## src/rtl/des_pkg.sv

```systemverilog
// DES key-schedule tables, FSM state encodings and the C/D rotation helper
// shared by the iterative subkey controller and the PC-2 permutation.
package des_pkg;

   localparam int unsigned DES_ROUNDS = 16;
   localparam int unsigned CD_W       = 56;

   localparam logic [1:0] ST_IDLE = 2'd0;
   localparam logic [1:0] ST_RUN  = 2'd1;
   localparam logic [1:0] ST_DONE = 2'd2;

   localparam int unsigned PC1_TABLE [56] = '{
      57, 49, 41, 33, 25, 17,  9,
       1, 58, 50, 42, 34, 26, 18,
      10,  2, 59, 51, 43, 35, 27,
      19, 11,  3, 60, 52, 44, 36,
      63, 55, 47, 39, 31, 23, 15,
       7, 62, 54, 46, 38, 30, 22,
      14,  6, 61, 53, 45, 37, 29,
      21, 13,  5, 28, 20, 12,  4
   };

   localparam int unsigned PC2_TABLE [48] = '{
      14, 17, 11, 24,  1,  5,
       3, 28, 15,  6, 21, 10,
      23, 19, 12,  4, 26,  8,
      16,  7, 27, 20, 13,  2,
      41, 52, 31, 37, 47, 55,
      30, 40, 51, 45, 33, 48,
      44, 49, 39, 56, 34, 53,
      46, 42, 50, 36, 29, 32
   };

   localparam int unsigned SHIFT_SCHEDULE [16] = '{
      1, 1, 2, 2, 2, 2, 2, 2, 1, 2, 2, 2, 2, 2, 2, 1
   };

   // Rotate C and D halves independently by one or two positions.
   function automatic logic [1:56] rot_cd(input logic [1:56] v, input logic right,
                                          input logic two);
      logic [1:28] c;
      logic [1:28] d;
      c = v[1:28];
      d = v[29:56];
      if (!right) begin
         c = two ? {c[3:28], c[1:2]} : {c[2:28], c[1]};
         d = two ? {d[3:28], d[1:2]} : {d[2:28], d[1]};
      end else begin
         c = two ? {c[27:28], c[1:26]} : {c[28], c[1:27]};
         d = two ? {d[27:28], d[1:26]} : {d[28], d[1:27]};
      end
      return {c, d};
   endfunction

endpackage

```

## src/rtl/des_pc2.sv

```systemverilog
// Combinational PC-2: selects the 48 subkey bits from the 56-bit C/D state.
module des_pc2
   import des_pkg::*;
(
   input  logic [1:56] cd,
   output logic [1:48] subkey
);

   for (genvar g = 0; g < 48; g++) begin : g_bit
      assign subkey[g+1] = cd[PC2_TABLE[g]];
   end

   // Bits PC-2 discards by construction.
   logic unused_drop;
   assign unused_drop = ^{cd[9], cd[18], cd[22], cd[25], cd[35], cd[38], cd[43], cd[54]};

endmodule

```

## src/rtl/des_key_schedule_ctrl.sv

```systemverilog
// Iterative DES key schedule: one PC-2 subkey per handshake, forward order for
// encrypt, reverse order for decrypt, followed by a one-cycle done pulse.
module des_key_schedule_ctrl
   import des_pkg::*;
#(
   parameter int unsigned KEY_W    = 64,
   parameter int unsigned SUBKEY_W = 48,
   parameter int unsigned ROUNDS   = 16
) (
   input  logic                clk,
   input  logic                reset_n,
   input  logic                start_valid,
   output logic                start_ready,
   input  logic [1:KEY_W]      key,
   input  logic                decrypt,
   output logic                subkey_valid,
   input  logic                subkey_ready,
   output logic [1:SUBKEY_W]   subkey,
   output logic [3:0]          round_idx,
   input  logic                abort,
   output logic                done
);

   localparam int unsigned RND_W = $clog2(ROUNDS);

   logic [1:0]       state;
   logic [1:0]       state_nxt;
   logic [1:CD_W]    cd;
   logic [1:CD_W]    cd_nxt;
   logic [1:CD_W]    pc1_key;
   logic [RND_W-1:0] round_nxt;
   logic             mode;
   logic             mode_nxt;
   logic             hs;
   logic             two_enc;
   logic             two_dec;

   for (genvar g = 0; g < 56; g++) begin : g_pc1
      assign pc1_key[g+1] = key[PC1_TABLE[g]];
   end

   logic unused_parity;
   assign unused_parity = ^{key[8], key[16], key[24], key[32], key[40], key[48], key[56], key[64]};

   des_pc2 u_pc2 (
      .cd     (cd),
      .subkey (subkey)
   );

   assign hs      = subkey_valid && subkey_ready;
   // Encrypt moves to C(r+2); decrypt walks back from C(16-r) to C(15-r).
   assign two_enc = (SHIFT_SCHEDULE[round_idx + RND_W'(1)] == 2);
   assign two_dec = (SHIFT_SCHEDULE[RND_W'(ROUNDS - 1) - round_idx] == 2);

   // Next-state, datapath and output decode.
   always_comb begin
      state_nxt = state;
      cd_nxt    = cd;
      round_nxt = round_idx;
      mode_nxt  = mode;
      case (state)
         ST_IDLE: begin
            if (start_valid) begin
               mode_nxt  = decrypt;
               cd_nxt    = decrypt ? pc1_key : rot_cd(pc1_key, 1'b0, 1'b0);
               round_nxt = '0;
               state_nxt = ST_RUN;
            end
         end
         ST_RUN: begin
            if (abort) begin
               state_nxt = ST_IDLE;
               round_nxt = '0;
            end else if (hs) begin
               if (round_idx == RND_W'(ROUNDS - 1)) begin
                  state_nxt = ST_DONE;
                  round_nxt = '0;
               end else begin
                  round_nxt = round_idx + RND_W'(1);
                  cd_nxt    = mode ? rot_cd(cd, 1'b1, two_dec) : rot_cd(cd, 1'b0, two_enc);
               end
            end
         end
         ST_DONE: begin
            state_nxt = ST_IDLE;
            round_nxt = '0;
         end
         default: begin
            state_nxt = ST_IDLE;
            round_nxt = '0;
         end
      endcase
   end

   always_ff @(posedge clk) begin
      if (!reset_n) begin
         state        <= ST_IDLE;
         cd           <= '0;
         round_idx    <= '0;
         mode         <= 1'b0;
         start_ready  <= 1'b1;
         subkey_valid <= 1'b0;
         done         <= 1'b0;
      end else begin
         state        <= state_nxt;
         cd           <= cd_nxt;
         round_idx    <= round_nxt;
         mode         <= mode_nxt;
         start_ready  <= (state_nxt == ST_IDLE);
         subkey_valid <= (state_nxt == ST_RUN);
         done         <= (state_nxt == ST_DONE);
      end
   end

endmodule

```

## config.mk

```make
export PLATFORM = sky130hd
export DESIGN_NAME = des_key_schedule_ctrl
export DESIGN_NICKNAME = d
export VERILOG_FILES = /design/src/rtl/des_pkg.sv /design/src/rtl/des_pc2.sv /design/src/rtl/des_key_schedule_ctrl.sv
export SDC_FILE = /design/constraint.sdc
export NUM_CORES = 1
export LEC_CHECK = 0
export CORE_MARGIN = 2
export CORE_UTILIZATION = 45
export CTS_CLUSTER_DIAMETER = 200
export CTS_CLUSTER_SIZE = 25
export DETAILED_ROUTE_END_ITERATION = 10
export GPL_ROUTABILITY_DRIVEN = 0
export PLACE_DENSITY = 0.71
export SETUP_SLACK_MARGIN = 0.3
export SLEW_MARGIN = 20
export SYNTH_ARGS = -nofsm -noshare
export SYNTH_HDL_FRONTEND = slang
export SYNTH_SLANG_ARGS = --single-unit
export TNS_END_PERCENT = 50
```

## constraint.sdc

```tcl
create_clock -name clk -period 2.72 [get_ports clk]
set_input_delay 0.68 -clock clk [delete_from_list [all_inputs] [get_ports clk]]
set_output_delay 0.68 -clock clk [all_outputs]
set_load 0.1 [all_outputs]
```

==> reports/qor.yml, run 1 <==
outcome:
  status: "complete, no violations"
timing:
  skew_ps: 6.38
  setup_tns_ps: 0
  timing.final.crit_period_ps: 2240
  whs_ps: 532
  timing.fmax_ghz: 0.446
  slew_headroom_pct: 53.9
  worst_pin_slew_ps: 692
  rsz0062_at_grt: "no"
  finalHoldViolCount: 0
  drv_slew: 0
  period_share_pct: 82.4
  worst_slack_ps: 478
  setup_viol: 0
power_and_ir_drop:
  power.leakage_nw: 2.87
  ir_worst_vdd_mv: 0.306
  power.density_mw_per_mm2: 491
  p_total_mw: 3.74
synthesis:
  synth_ff_type: "dfxtp_1"
  synth.largest_area_cell: "mux2i_1"
  synthSimpleGateAreaFrac_pct: 9.52
  synth_top_area_share_pct: 34.7
  synth_fa_ha_area_share_pct: 0.578
  syn_avg_cell_area_sq_um: 8.62
  yosysUniqueCellTypes: 30
  synth_warnings: 0
  synthArstFlopShare_pct: 0
  synth_compound_area_share_pct: 23.5
  synthTopCellsByCount: "mux2i_1, nand2_1, dfxtp_1"
  ys_ff_latch: 66
  yosys-top-cells-area: "mux2i_1, dfxtp_1, a32oi_1, o221ai_1, nand2_1"
  yosysMostFrequentCell: "mux2i_1"
  synth_top_family_by_area: "multiplexers"
  synth_edf_count: 0
  syn_nets: 826
  synth-xor-area-share_pct: 0
  synthMuxAreaShare_pct: 34.7
  syn_inst: 753
  synthesis.area_sq_mm: 0.00649
  ys_seq_area_share_pct: 20.4
grt:
  grt_use_met3_pct: 4.03
  use_met1_pct: 30.8
  grt_usage_pct: 23.4
  busiest_layer: "met2"
  grt_pass1_vias: 5887
  grt_max_degree: 62
  grt_pass1_wl_um: 29100
  met2_usage_pct: 38.7
  grt.overflow.total: 0
  grt_antenna_before_repair: 0
setup_path:
  cp-end-kind: "flip-flop"
  cp-startpoint: "round_idx[1]"
  cp_max_fo: 56
  r2r-end: "cd[40]"
  worst_ep_arrival_time_ps: 2440
  critPathLaunchType: "flip-flop"
  path_class: "flip-flop to flip-flop"
  r2r-start: "round_idx[1]"
  ff2ff_setup_slack_ps: 480
  required_ps: 2920
  r2r_cells: 8
clocking:
  clkTransAtPathRegs_ps: 60
  cts.sink_count: 66
  clock_latency_ps: 340
  cts_hold_buf: 0
  cts_setup_buffers: 0
  cts_resized: 0
  cts-root-buf: "clkbuf_16"
  htreeDepth: 3
  cts_buffers: 9
  cts_tree: "built"
  clk_path_buf_depth: 2
finish:
  drive_gt1_share_pct: 13.2
  final_area_sq_mm: 0.00762
  fill_cells: 1255
  areaGrowthSynthToFinish_pct: 17.3
  seqCellArea_sq_mm: 0.00133
  nets: 850
  fin_cells: 962
  multi_input_area_sq_mm: 0.00449
  fin_util_pct: 54.4
  diodes: 0
routing:
  ant_nets: 0
  via_per_inst: 6.39
  vias: 6149
  avgRoutedWirePerCell_um: 18.9
  drcViolationCount: 0
  wl_um: 18200
  dr.pass1.iters: 5
  drtIter0Drc: 629
placement:
  dp_cells: 946
  dp_hpwl_um: 11500
  place_area_sq_mm: 0.00736
  numPortBuffers: 116
  dp_slack_ps: 152
floorplan:
  dieArea_sq_mm: 0.0154
  pin_count: 125
  num_rows: 43
  die_x_um: 124
  core-area_sq_mm: 0.0140
  start_util_pct: 46.4
  die_height_um: 124
worst_hold_path:
  min_path_type: "flip-flop to flip-flop"
  hold_path_depth: 2
  worstHoldStart: "round_idx[1]"
  hold_end: "round_idx[1]"
job:
  maxCapViolCount: 0
[area by class of cell]
cell class | count | share of cell area [%]
tap | 180 | 2.96
clock inverter | 5 | 0.279
multi-input combinational | 560 | 58.9
sequential | 66 | 17.5
timing repair buffer | 137 | 17.1
clock buffer | 11 | 3.06
inverter | 3 | 0.148
[power breakdown]
group	switching, mW	internal (mW)
logic	0.992	0.455
clock network	0.434	0.604
registers	0.197	1.06
total	1.62	2.12
[layout by cell type (no fill, tap or decap), types with 2 or more instances in the layout]
cell / Yosys / routed
clkinv_2: 0 / 2
nor2_1: 3 / 3
clkinv_1: 0 / 3
o21ai_0: 6 / 6
dfxtp_1: 66 / 61
mux2i_1: 225 / 224
ha_1: 3 / 3
dfxtp_4: 0 / 2
nor3_1: 2 / 2
a21oi_1: 4 / 4
dfxtp_2: 0 / 3
nand3_1: 2 / 2
clkdlybuf4s50_1: 0 / 60
buf_12: 0 / 10
inv_1: 3 / 3
nand2b_1: 6 / 4
nor2b_1: 5 / 4
nand2_1: 119 / 118
nand2b_2: 0 / 2
o221ai_1: 56 / 56
buf_4: 49 / 67
o31ai_1: 56 / 56
clkbuf_1: 30 / 2
a21boi_0: 5 / 5
nor4_1: 4 / 4
a32oi_1: 56 / 56
clkbuf_16: 0 / 9
[metal layers]
| metal | vias up | share of wire, % | routed length [um] |
|---|---|---|---|
| li1 | 2933 | - | - |
| met1 | 2981 | 45 | 8200 |
| met2 | 213 | 47 | 8610 |
| met3 | 22 | 5.8 | 1050 |
| met4 | 0 | 1.7 | 302 |
| met5 | - | 0 | 0 |
[critical path, stage by stage (launching register included)]
cell      delay (ps)
dfxtp_4          390
inv_1             90
ha_1             320
nand2b_1         140
a21oi_1          110
a211oi_4         280
buf_12           400
mux2i_1          260
o31ai_1           80
[cells by family (layout without fill, tap and decap cells)]
group                      Yosys count  in the layout
DFF                                 66             66
and+or+nand+nor                    145            145
muxes                              225            225
AOI/OAI and AO/OA                  187            187
adders and majority gates            3              3
buffers and inverters              127            156
[worst max-delay path by stage]
stage | to | slack, ps | depth (start not counted)
global route | cd[48] | 360 | 8
CTS | cd[24] | 500 | 8
detailed placement | cd[52] | 150 | 7
finish | cd[40] | 480 | 8
floorplan | cd[1] | 320 | 7
global placement | cd[55] | 280 | 7
[sequential cells by signal (all words and copies together), names as in the netlist]
signal	flops
cd	56
done	1
mode	1
round_idx	4
start_ready	1
state	2
subkey_valid	1
Power figures use the tool's default switching activity.
==> inputs of run 2 (changes only) <==
Settings changed: PLACE_DENSITY 0.71 to 0.74.
Clock period 2.72 ns to 2 ns, I/O delays scaled along.
==> run 2 against run 1 <==
Against the previous run:
- the run now ends with negative setup slack left
- power is 54% higher
- cell count is 5.1% higher
- fmax is 11% higher
- worst setup slack worse by 490 ps
- wire length is 23% higher
- clock power is 55% higher
- core utilization is 12 points higher
- first-iteration DRC count is 26% higher
- flip-flop and latch count stayed put
==> reports/qor.yml, run 2 (same netlist as run 1, synthesis figures left out) <==
outcome:
  status: "finished, violations left"
  violations: "negative setup slack"
setup_path:
  r2r-end: "cd[23]"
  ff2ff_setup_slack_ps: -10
  cp_max_fo: 8
  path_class: "flip-flop to flip-flop"
  critPathLaunchType: "flip-flop"
  cp-end-kind: "flip-flop"
  r2r-start: "round_idx[0]"
  cp-startpoint: "round_idx[0]"
  required_ps: 2190
  r2r_cells: 10
  worst_ep_arrival_time_ps: 2210
timing:
  drv_slew: 0
  setup_tns_ps: -44.0
  period_share_pct: 101
  timing.final.crit_period_ps: 2010
  worst_pin_slew_ps: 689
  slew_headroom_pct: 54.1
  skew_ps: 8.06
  timing.fmax_ghz: 0.496
  finalHoldViolCount: 0
  worst_slack_ps: -14.6
  rsz0062_at_grt: "yes"
  setup_viol: 4
floorplan:
  start_util_pct: 46.4
  num_rows: 43
  dieArea_sq_mm: 0.0154
  core-area_sq_mm: 0.0140
  die_x_um: 124
  pin_count: 125
  die_height_um: 124
clocking:
  cts.sink_count: 66
  cts-root-buf: "clkbuf_16"
  htreeDepth: 3
  cts_tree: "built"
  clkTransAtPathRegs_ps: 60
  clk_path_buf_depth: 2
  cts_hold_buf: 0
  clock_latency_ps: 340
  cts_buffers: 9
worst_hold_path:
  hold_path_depth: 2
  worstHoldStart: "mode"
  hold_end: "mode"
  min_path_type: "flip-flop to flip-flop"
finish:
  areaGrowthSynthToFinish_pct: 44.0
  nets: 899
  mostFrequentLayoutCell: "mux2i_1"
  most-common-layout-cells: "mux2i_1, nand2_1, buf_12"
  largestRegisters: "cd: 56 flops, round_idx: 4 flops, state: 2 flops"
  fin_util_pct: 66.8
  drive_gt1_share_pct: 22.4
  largest_register: "cd"
  largest_reg_flops: 56
  fill_cells: 1020
routing:
  avgRoutedWirePerCell_um: 22.0
  dr.pass1.iters: 6
  ant_nets: 0
  wl_um: 22300
  drcViolationCount: 0
  drtIter0Drc: 790
  via_per_inst: 6.77
  vias: 6840
power_and_ir_drop:
  ir_worst_vdd_mv: 0.367
  p_total_mw: 5.78
  power.leakage_nw: 3.50
  power.density_mw_per_mm2: 619
grt:
  grt_usage_pct: 28.7
  grt_max_degree: 62
  grt_pass1_vias: 6809
  grt_antenna_before_repair: 0
  grt_pass1_wl_um: 35000
  grt.overflow.total: 0
placement:
  numPortBuffers: 116
  dp_hpwl_um: 12900
job:
  maxCapViolCount: 0
## run 2: worst max path at each step
stage                     endpoint  slack, ps
after floorplan              cd[1]        -20
after global placement      cd[40]       -210
after detailed placement    cd[31]       -320
after CTS                   cd[49]         30
after global routing        cd[35]        -80
final                       cd[23]        -10
## run 2: cell type report
cell class | instances | area, sq um | area share [%]
antenna | 1 | 2.50 | 0.0268
multi-input combinational | 560 | 4660 | 49.9
inverter | 3 | 18.8 | 0.201
sequential | 66 | 1340 | 14.4
clock inverter | 3 | 40.0 | 0.428
clock buffer | 12 | 246 | 2.64
timing repair buffer | 186 | 2810 | 30.0
tap | 180 | 225 | 2.41
## run 2: worst max-delay path: stages, from the launching register on
cell	delay, ps
dfxtp_4	390
inv_6	50
ha_4	160
o21bai_4	180
buf_12	180
buf_12	110
buf_16	130
mux2i_1	180
o221ai_1	130
a32oi_1	260
o31ai_1	110
## run 2: metrics by stage
| stage | setup WS (ps) | hold WS (ps) | cells | cell area, sq um |
|---|---|---|---|---|
| 2_1_floorplan | -16.7 | 539 | 753 | 6650 |
| 3_3_place_gp | -206 | 499 | 967 | 8350 |
| 3_5_place_dp | -320 | 540 | 967 | 8350 |
| 4_1_cts | 33.9 | 577 | 1007 | 9210 |
| 5_1_grt | -77.5 | 607 | 1010 | 9340 |
| 6_report | -14.6 | 578 | 1011 | 9350 |
## run 2: power breakdown
group	switching, mW	internal, mW
Sequential	0.347	1.44
Combinational	1.43	0.953
Clock	0.621	0.990
## run 2: layer usage
layer	track usage, %	vias to the layer above	part of all wire, %
met5	0	-	0
met3	5.22	96	8.1
met1	36.0	3272	40
li1	-	3042	-
met2	46.4	430	48
met4	15.6	0	4.4
## run 2: what timing repair did
action / CTS / global route
setup buffers: 15 / 1
pin swaps: 14 / 33
gates cloned: 10 / 2
resized for setup: 33 / 27
setup endpoints to repair: 58 / 61
